$ cat src/rtl/reg_bank_seq_pkg.sv
// reg_bank_seq_pkg: states, op classes, instruction field positions and timeout default for reg_bank_seq
package reg_bank_seq_pkg;
  typedef enum logic [1:0] {S_IDLE, S_READ, S_EXEC, S_WB} state_t;
  localparam logic [1:0] OP_NOP = 2'b00;
  localparam logic [1:0] OP_ALU = 2'b01;
  localparam logic [1:0] OP_LDI = 2'b10;
  localparam logic [1:0] OP_ILL = 2'b11;
  localparam int OP_LSB = 30;
  localparam int ALU_OP_LSB = 28;
  localparam int DEST_LSB = 24;
  localparam int SRC1_LSB = 20;
  localparam int SRC2_LSB = 16;
  localparam int IMM_LSB = 0;
  localparam int DEF_TIMEOUT = 16;
endpackage

$ cat src/rtl/reg_bank_seq_wr_arb.sv
// reg_wr_arb: write-port mux/grant, sequencer WB (seq_wb/seq_dest/seq_data) beats ext_* requests, idle port drives zeros
module reg_wr_arb (
  input  logic        seq_wb,
  input  logic [3:0]  seq_dest,
  input  logic [31:0] seq_data,
  input  logic        ext_req,
  input  logic [3:0]  ext_dest,
  input  logic [31:0] ext_data,
  output logic        ext_gnt,
  output logic        wr_en,
  output logic [3:0]  wr_dest,
  output logic [31:0] wr_data
);
  always_comb begin
    ext_gnt = ext_req && !seq_wb;
    wr_en = seq_wb || ext_gnt;
    wr_dest = seq_wb ? seq_dest : (ext_gnt ? ext_dest : 4'h0);
    wr_data = seq_wb ? seq_data : (ext_gnt ? ext_data : 32'h0);
  end
endmodule

$ cat src/rtl/reg_bank_seq.sv
// reg_bank_seq: single-issue 16x32 register-bank sequencer (instr/ALU handshake/write-back/ext load arbitration), optional ALU timeout via REG_BANK_SEQ_TIMEOUT_EN
module reg_bank_seq
  import reg_bank_seq_pkg::*;
#(
  parameter int TIMEOUT_CYC = DEF_TIMEOUT
) (
  input  logic        clk,
  input  logic        rst_n,
  input  logic        instr_valid,
  output logic        instr_ready,
  input  logic [31:0] instr_in,
  output logic [3:0]  source_1_sel,
  output logic [3:0]  source_2_sel,
  output logic        alu_start,
  output logic [1:0]  alu_op,
  input  logic        alu_done,
  input  logic [31:0] alu_result,
  output logic        wr_en,
  output logic [3:0]  wr_dest,
  output logic [31:0] wr_data,
  input  logic        ext_wr_req,
  input  logic [3:0]  ext_wr_dest,
  input  logic [31:0] ext_wr_data,
  output logic        ext_wr_gnt,
  output logic        busy,
  output logic        err_illegal,
  output logic        err_timeout
);
  state_t state, state_nx;
  logic [1:0] cls, op_q;
  logic [3:0] dest_q, src1_q, src2_q;
  logic [31:0] res_q;
  logic accept, first_q, ill_q, tmo;
  assign cls = instr_in[OP_LSB +: 2];
  assign instr_ready = state == S_IDLE;
  assign busy = state != S_IDLE;
  assign accept = instr_valid && instr_ready;
  assign source_1_sel = src1_q;
  assign source_2_sel = src2_q;
  assign alu_op = op_q;
  assign alu_start = state == S_EXEC && first_q;
  assign err_illegal = ill_q;
`ifdef REG_BANK_SEQ_TIMEOUT_EN
  localparam int CW = $clog2(TIMEOUT_CYC + 1);
  logic [CW-1:0] cnt;
  logic to_q;
  assign tmo = state == S_EXEC && !alu_done && cnt == CW'(TIMEOUT_CYC - 1);
  assign err_timeout = to_q;
  always_ff @(posedge clk or negedge rst_n)
    if (!rst_n) begin
      cnt <= '0;
      to_q <= 1'b0;
    end else begin
      cnt <= (state == S_EXEC) ? cnt + 1'b1 : '0;
      to_q <= tmo;
    end
`else
  logic unused_timeout;
  assign unused_timeout = ^TIMEOUT_CYC;
  assign tmo = 1'b0;
  assign err_timeout = 1'b0;
`endif
  always_comb begin
    state_nx = state;
    state_nx = (state == S_IDLE) ? (!accept || cls == OP_NOP || cls == OP_ILL ? S_IDLE : (cls == OP_ALU ? S_READ : S_WB)) :
               (state == S_READ) ? S_EXEC :
               (state == S_EXEC) ? (alu_done ? S_WB : (tmo ? S_IDLE : S_EXEC)) : S_IDLE;
  end
  always_ff @(posedge clk or negedge rst_n)
    if (!rst_n) state <= S_IDLE;
    else state <= state_nx;
  always_ff @(posedge clk or negedge rst_n)
    if (!rst_n) begin
      op_q <= '0;
      dest_q <= '0;
      src1_q <= '0;
      src2_q <= '0;
      res_q <= '0;
      first_q <= 1'b0;
      ill_q <= 1'b0;
    end else begin
      first_q <= state == S_READ;
      ill_q <= accept && cls == OP_ILL;
      if (accept) begin
        op_q <= instr_in[ALU_OP_LSB +: 2];
        dest_q <= instr_in[DEST_LSB +: 4];
        src1_q <= instr_in[SRC1_LSB +: 4];
        src2_q <= instr_in[SRC2_LSB +: 4];
      end
      if (accept && cls == OP_LDI) res_q <= {16'h0, instr_in[IMM_LSB +: 16]};
      else if (state == S_EXEC && alu_done) res_q <= alu_result;
    end
  reg_wr_arb u_arb (
    .seq_wb  (state == S_WB),
    .seq_dest(dest_q),
    .seq_data(res_q),
    .ext_req (ext_wr_req),
    .ext_dest(ext_wr_dest),
    .ext_data(ext_wr_data),
    .ext_gnt (ext_wr_gnt),
    .wr_en   (wr_en),
    .wr_dest (wr_dest),
    .wr_data (wr_data)
  );
endmodule
$ cat config.mk
export PLATFORM = sky130hd
export DESIGN_NAME = reg_bank_seq
export DESIGN_NICKNAME = d
export VERILOG_FILES = /design/src/rtl/reg_bank_seq_pkg.sv /design/src/rtl/reg_bank_seq_wr_arb.sv /design/src/rtl/reg_bank_seq.sv
export SDC_FILE = /design/constraint.sdc
export NUM_CORES = 1
export LEC_CHECK = 0
export ABC_AREA = 0
export CORE_UTILIZATION = 25
export DETAILED_ROUTE_END_ITERATION = 10
export PLACE_DENSITY_LB_ADDON = 0.2
export SLEW_MARGIN = 20
export SYNTH_ARGS = -nofsm -noshare
export SYNTH_HDL_FRONTEND = slang
export SYNTH_SLANG_ARGS = --single-unit
$ cat constraint.sdc
create_clock -name clk -period 2.72 [get_ports clk]
set_input_delay 0.544 -clock clk [delete_from_list [all_inputs] [get_ports clk]]
set_output_delay 0.544 -clock clk [all_outputs]
set_load 0.01 [all_outputs]
==> results of run 1 <==
## placed cells by master (no fill, tap or decap), types with 3 or more instances in the layout
master                            instances
sky130_fd_sc_hd__inv_1                    3
sky130_fd_sc_hd__o21ai_0                 34
sky130_fd_sc_hd__buf_4                    7
sky130_fd_sc_hd__clkbuf_8                 6
sky130_fd_sc_hd__mux2_2                  14
sky130_fd_sc_hd__clkdlybuf4s50_1        154
sky130_fd_sc_hd__buf_12                   5
sky130_fd_sc_hd__a21oi_1                 16
sky130_fd_sc_hd__dfrtp_1                 50
sky130_fd_sc_hd__nand2_1                134
sky130_fd_sc_hd__ha_1                     3
sky130_fd_sc_hd__a31oi_1                 16
sky130_fd_sc_hd__nor2_1                  17
## layout make-up
class                   count  area (um^2)  area share [%]
repair buffers            169         1720            38.2
flip-flops and latches     50         1250            27.8
multi-input cells         249         1250            27.8
well taps                 133          166            3.70
clock buffers               6         82.6            1.84
clock inverters             2         12.5           0.278
inverters                   3         11.3           0.251
## repair_timing
| item | in CTS | in global routing |
|---|---|---|
| hold buffers | 1 | 0 |
| resized for setup | 1 | 1 |
| setup buffers | 0 | 0 |
| endpoints found under the setup margin | 2 | 1 |
| pin swaps | 0 | 0 |
| hold endpoints to repair | 1 | 0 |
## flip-flops by register name (all words and copies together) (netlist names)
signal        cells
alu_op            2
dest_q            4
err_illegal       1
first_q           1
res_q            32
source_1_sel      4
source_2_sel      4
state             2
## cell families (layout without fill, tap and decap cells)
logic type                 Yosys count  in the layout  synth area share, %
and+or+nand+nor                    159            159                 24.3
AOI/OAI and AO/OA                   70             70                 14.6
DFF                                 50             50                 47.8
buffers and inverters               28            180                 4.83
muxes                               14             14                 6.03
adders and majority gates            4              4                 1.91
other                                1              1                0.143
xor gates and xnor gates             1              1                0.335
## through the flow
step / utilization (%) / std cells / power (W)
finish: 45.1 / 612 / 0.00308
global placement: 44.0 / 603 / 0.00262
detailed placement: 44.0 / 603 / 0.00266
floorplan: - / 327 / 0.00193
global route: 45.1 / 612 / 0.00333
CTS: 45.0 / 612 / 0.00314
## worst max path at each step
stage	start	endpoint	slack [ns]	cells past startpoint
after CTS	state[1]	wr_data[0]	0.13	5
after global placement	ext_wr_req	wr_data[31]	0.01	5
after floorplan	ext_wr_req	wr_data[10]	0.86	4
after global routing	state[0]	wr_data[0]	0.08	5
final	ext_wr_req	wr_dest[3]	0.26	5
after detailed placement	ext_wr_req	wr_dest[3]	-0.01	5
## metal layers
layer	vias to the layer above	GRT usage [%]
li1	1367	-
met1	1224	18.9
met2	93	25.6
met3	6	3.88
met4	0	3.37
met5	-	0
## power groups by stage
stage	registers, W	clock network, W	logic [W]
4_1_cts	0.00123	0.000485	0.00142
5_1_grt	0.00129	0.000513	0.00153
3_5_place_dp	0.00125	0	0.00141
6_report	0.00124	0.000459	0.00139
2_1_floorplan	0.00124	0	0.000689
3_3_place_gp	0.00123	0	0.00139
==> results list, run 1 <==
* Largest net degree at the start of global routing: 31
- Data on the critical path is required at its endpoint by 2.18 ns.
- Unique masters post-synth: 25
* Area growth from synthesis to layout: 71.7%
- Final setup margin: approximately 0.26 ns
- Port buffer count: ~160
- After layout, the worst path uses 90.3% of the clock period.
- Placer Congestion: 0.716
- The path class of the tightest hold or removal check is flip-flop to flip-flop.
- Diode insertion count for antenna repair: 0
* Worst slack at placement: -0.0115 ns
* Highest layer used for signal routing: met4
* Fin. max-slew vios: 0
* Clock edge transition at the registers on the reported setup and hold paths: 0.09 ns
- Summed over all failing endpoints, the final setup total negative slack is 0 ns.
- The hold violation count in the final report came to 0.
- Dividing total power by cell area gives a power density of approximately 700 nW/um^2.
- Type of destination of the critical path: primary output
- Fill cell instance count of the final layout: approximately 990
- Slack of the worst reg-to-reg path: ~1.0 ns
- The first global-routing pass estimated about 13000 um of wire.
* R2R depth: 6
- Summed over all nets, the half-perimeter wirelength after detailed placement is 6110 um.
- Number of nets at the end of the flow: 587
* Maximum clock rate: 407 MHz
- Along the worst hold path, the cell count comes to 1.
- After detailed routing, the wire length on met1 is 3580 um.
- The cell count after synthesis came out at 327.
- The clock tree synthesis step divided the H-tree into 2 levels.
- The run finished with clean final reports.
- Sort of element at the start of the critical path: input port
- The cell family contributing the most delay on the critical path is buffers and inverters.
- Antenna violations before repair: 0
- The final layout contains routed wiring with a total length of ~8000 um.
- Overflow left after global routing: 0
* Number of global-route vias before repair: around 2700
- The setup path with the least slack is of type input port to primary output.
- Starting utilization of the core area: between 20% and 30%
- Final design area excluding fillers: 4490 um^2
- Ordered cell list for the critical path: dlygate4sd2_1 -> buf_12 -> nor2b_1 -> a22o_1 -> clkdlybuf4s50_1
* Ranking of synthesized cells by area: sky130_fd_sc_hd__dfrtp_1 (48%), sky130_fd_sc_hd__nand2_1 (19%), sky130_fd_sc_hd__o21ai_0 (6.5%), sky130_fd_sc_hd__mux2_2 (6.0%), sky130_fd_sc_hd__a31oi_1 (3.8%)
- The analysis attributes to net switching a power of 0.00103 W.
- Clock Root Buffer: sky130_fd_sc_hd__clkbuf_8
- Global routing used 15.0% of the available tracks.
- Leading cell type by number of instances after synthesis: sky130_fd_sc_hd__nand2_1
- Worst hold slack after final layout: 0.513 ns
* Crit path DAT: 1.91 ns
* TritonCTS clock tree: done
- The detailed router finished its first iteration with 94 violations.
* Total number of vias: 2690
* Total nets after synthesis: 436
* I/O pin count: 158
- Insertion delay to the later sink of the worst-skew pair: 0.30 ns
- Together, buffers and inverters on the worst path number 3.
- Number of max-cap violations: 0
* VDD IR-drop max: 0.426 mV
* Via-to-Cell Ratio: about 4.4
* Number of flops mapped to enable cells by yosys: 0
* Hold Path End: dest_q[2]
- Number of buffers on the longest clock path: 2
* Cell area after placement: 4380 um^2
- Yosys printed 0 warnings.
- Detailed-router iteration count before antenna repair: 4
- After synthesis, the most frequently instantiated cells are sky130_fd_sc_hd__nand2_1 (134), sky130_fd_sc_hd__dfrtp_1 (50), sky130_fd_sc_hd__o21ai_0 (34).
- After synthesis, the largest area contributor takes up 47.8% of total cell area.
* Slowest cell on crit path: sky130_fd_sc_hd__clkdlybuf4s50_1
* Post-detailed-route wirelength per cell: 13.3 um
* Comb pwr share: 45.0%
- HP Start: dest_q[2]
- Share of synthesized area occupied by flip-flops and latches: 47.8%
- Area of the die: ~11000 um^2
* Worst-case clock skew: 0.00548 ns
* Width of the chip: 104 um
* Clk sink count: 50
* Flip-flop and latch count after synthesis: 50
- Of the total power, registers draw 40.1%.
- Wire length on met3: 562 um
- Final period demand of the worst path: 2.46 ns
- The routed design uses 3910 um of met2 wire.
* Number of nets with antenna violations after routing: 0
- Clock buffer count from CTS: 5
- The synthesized netlist occupies a cell area of 2620 um^2.
- Of the cells placed in the final design, the portion with a size suffix greater than 1 is a little over 8%.
* Detailed-route DRC error count: 0
- The initialized floorplan defines 36 standard-cell rows.
* Cell taking the most area after synthesis: sky130_fd_sc_hd__dfrtp_1
* RSZ-0062 raised after global routing: no
- Largest driver fanout on the critical path: 7
- Pleak: 1.84 nW
* Most used DFF post-synth: sky130_fd_sc_hd__dfrtp_1
* Ys async rst share: 100%
* Slowest cell delay on critical path: 0.54 ns
- Setup violations remaining at the end of the flow were counted as 0.
* Int Power: 0.00205 W
* Crit Reg-Reg Startpoint: state[1]
* Placeable core region: 9950 um^2
- Die Height: 104 um
- End of the worst register-to-register path: res_q[18]
- The average instance in the mapped netlist occupies 8.00 um^2.
- Net switching is about 34% of the power.
- Part of the total power dissipated in the clock network: 14.9%
Power figures use the tool's default switching activity.
==> inputs of run 2 (changes only) <==
GPL_ROUTABILITY_DRIVEN = 0   (was unset)
==> results of run 2 <==
No change in the layout: final DEF, timing and power equal those of run 1.
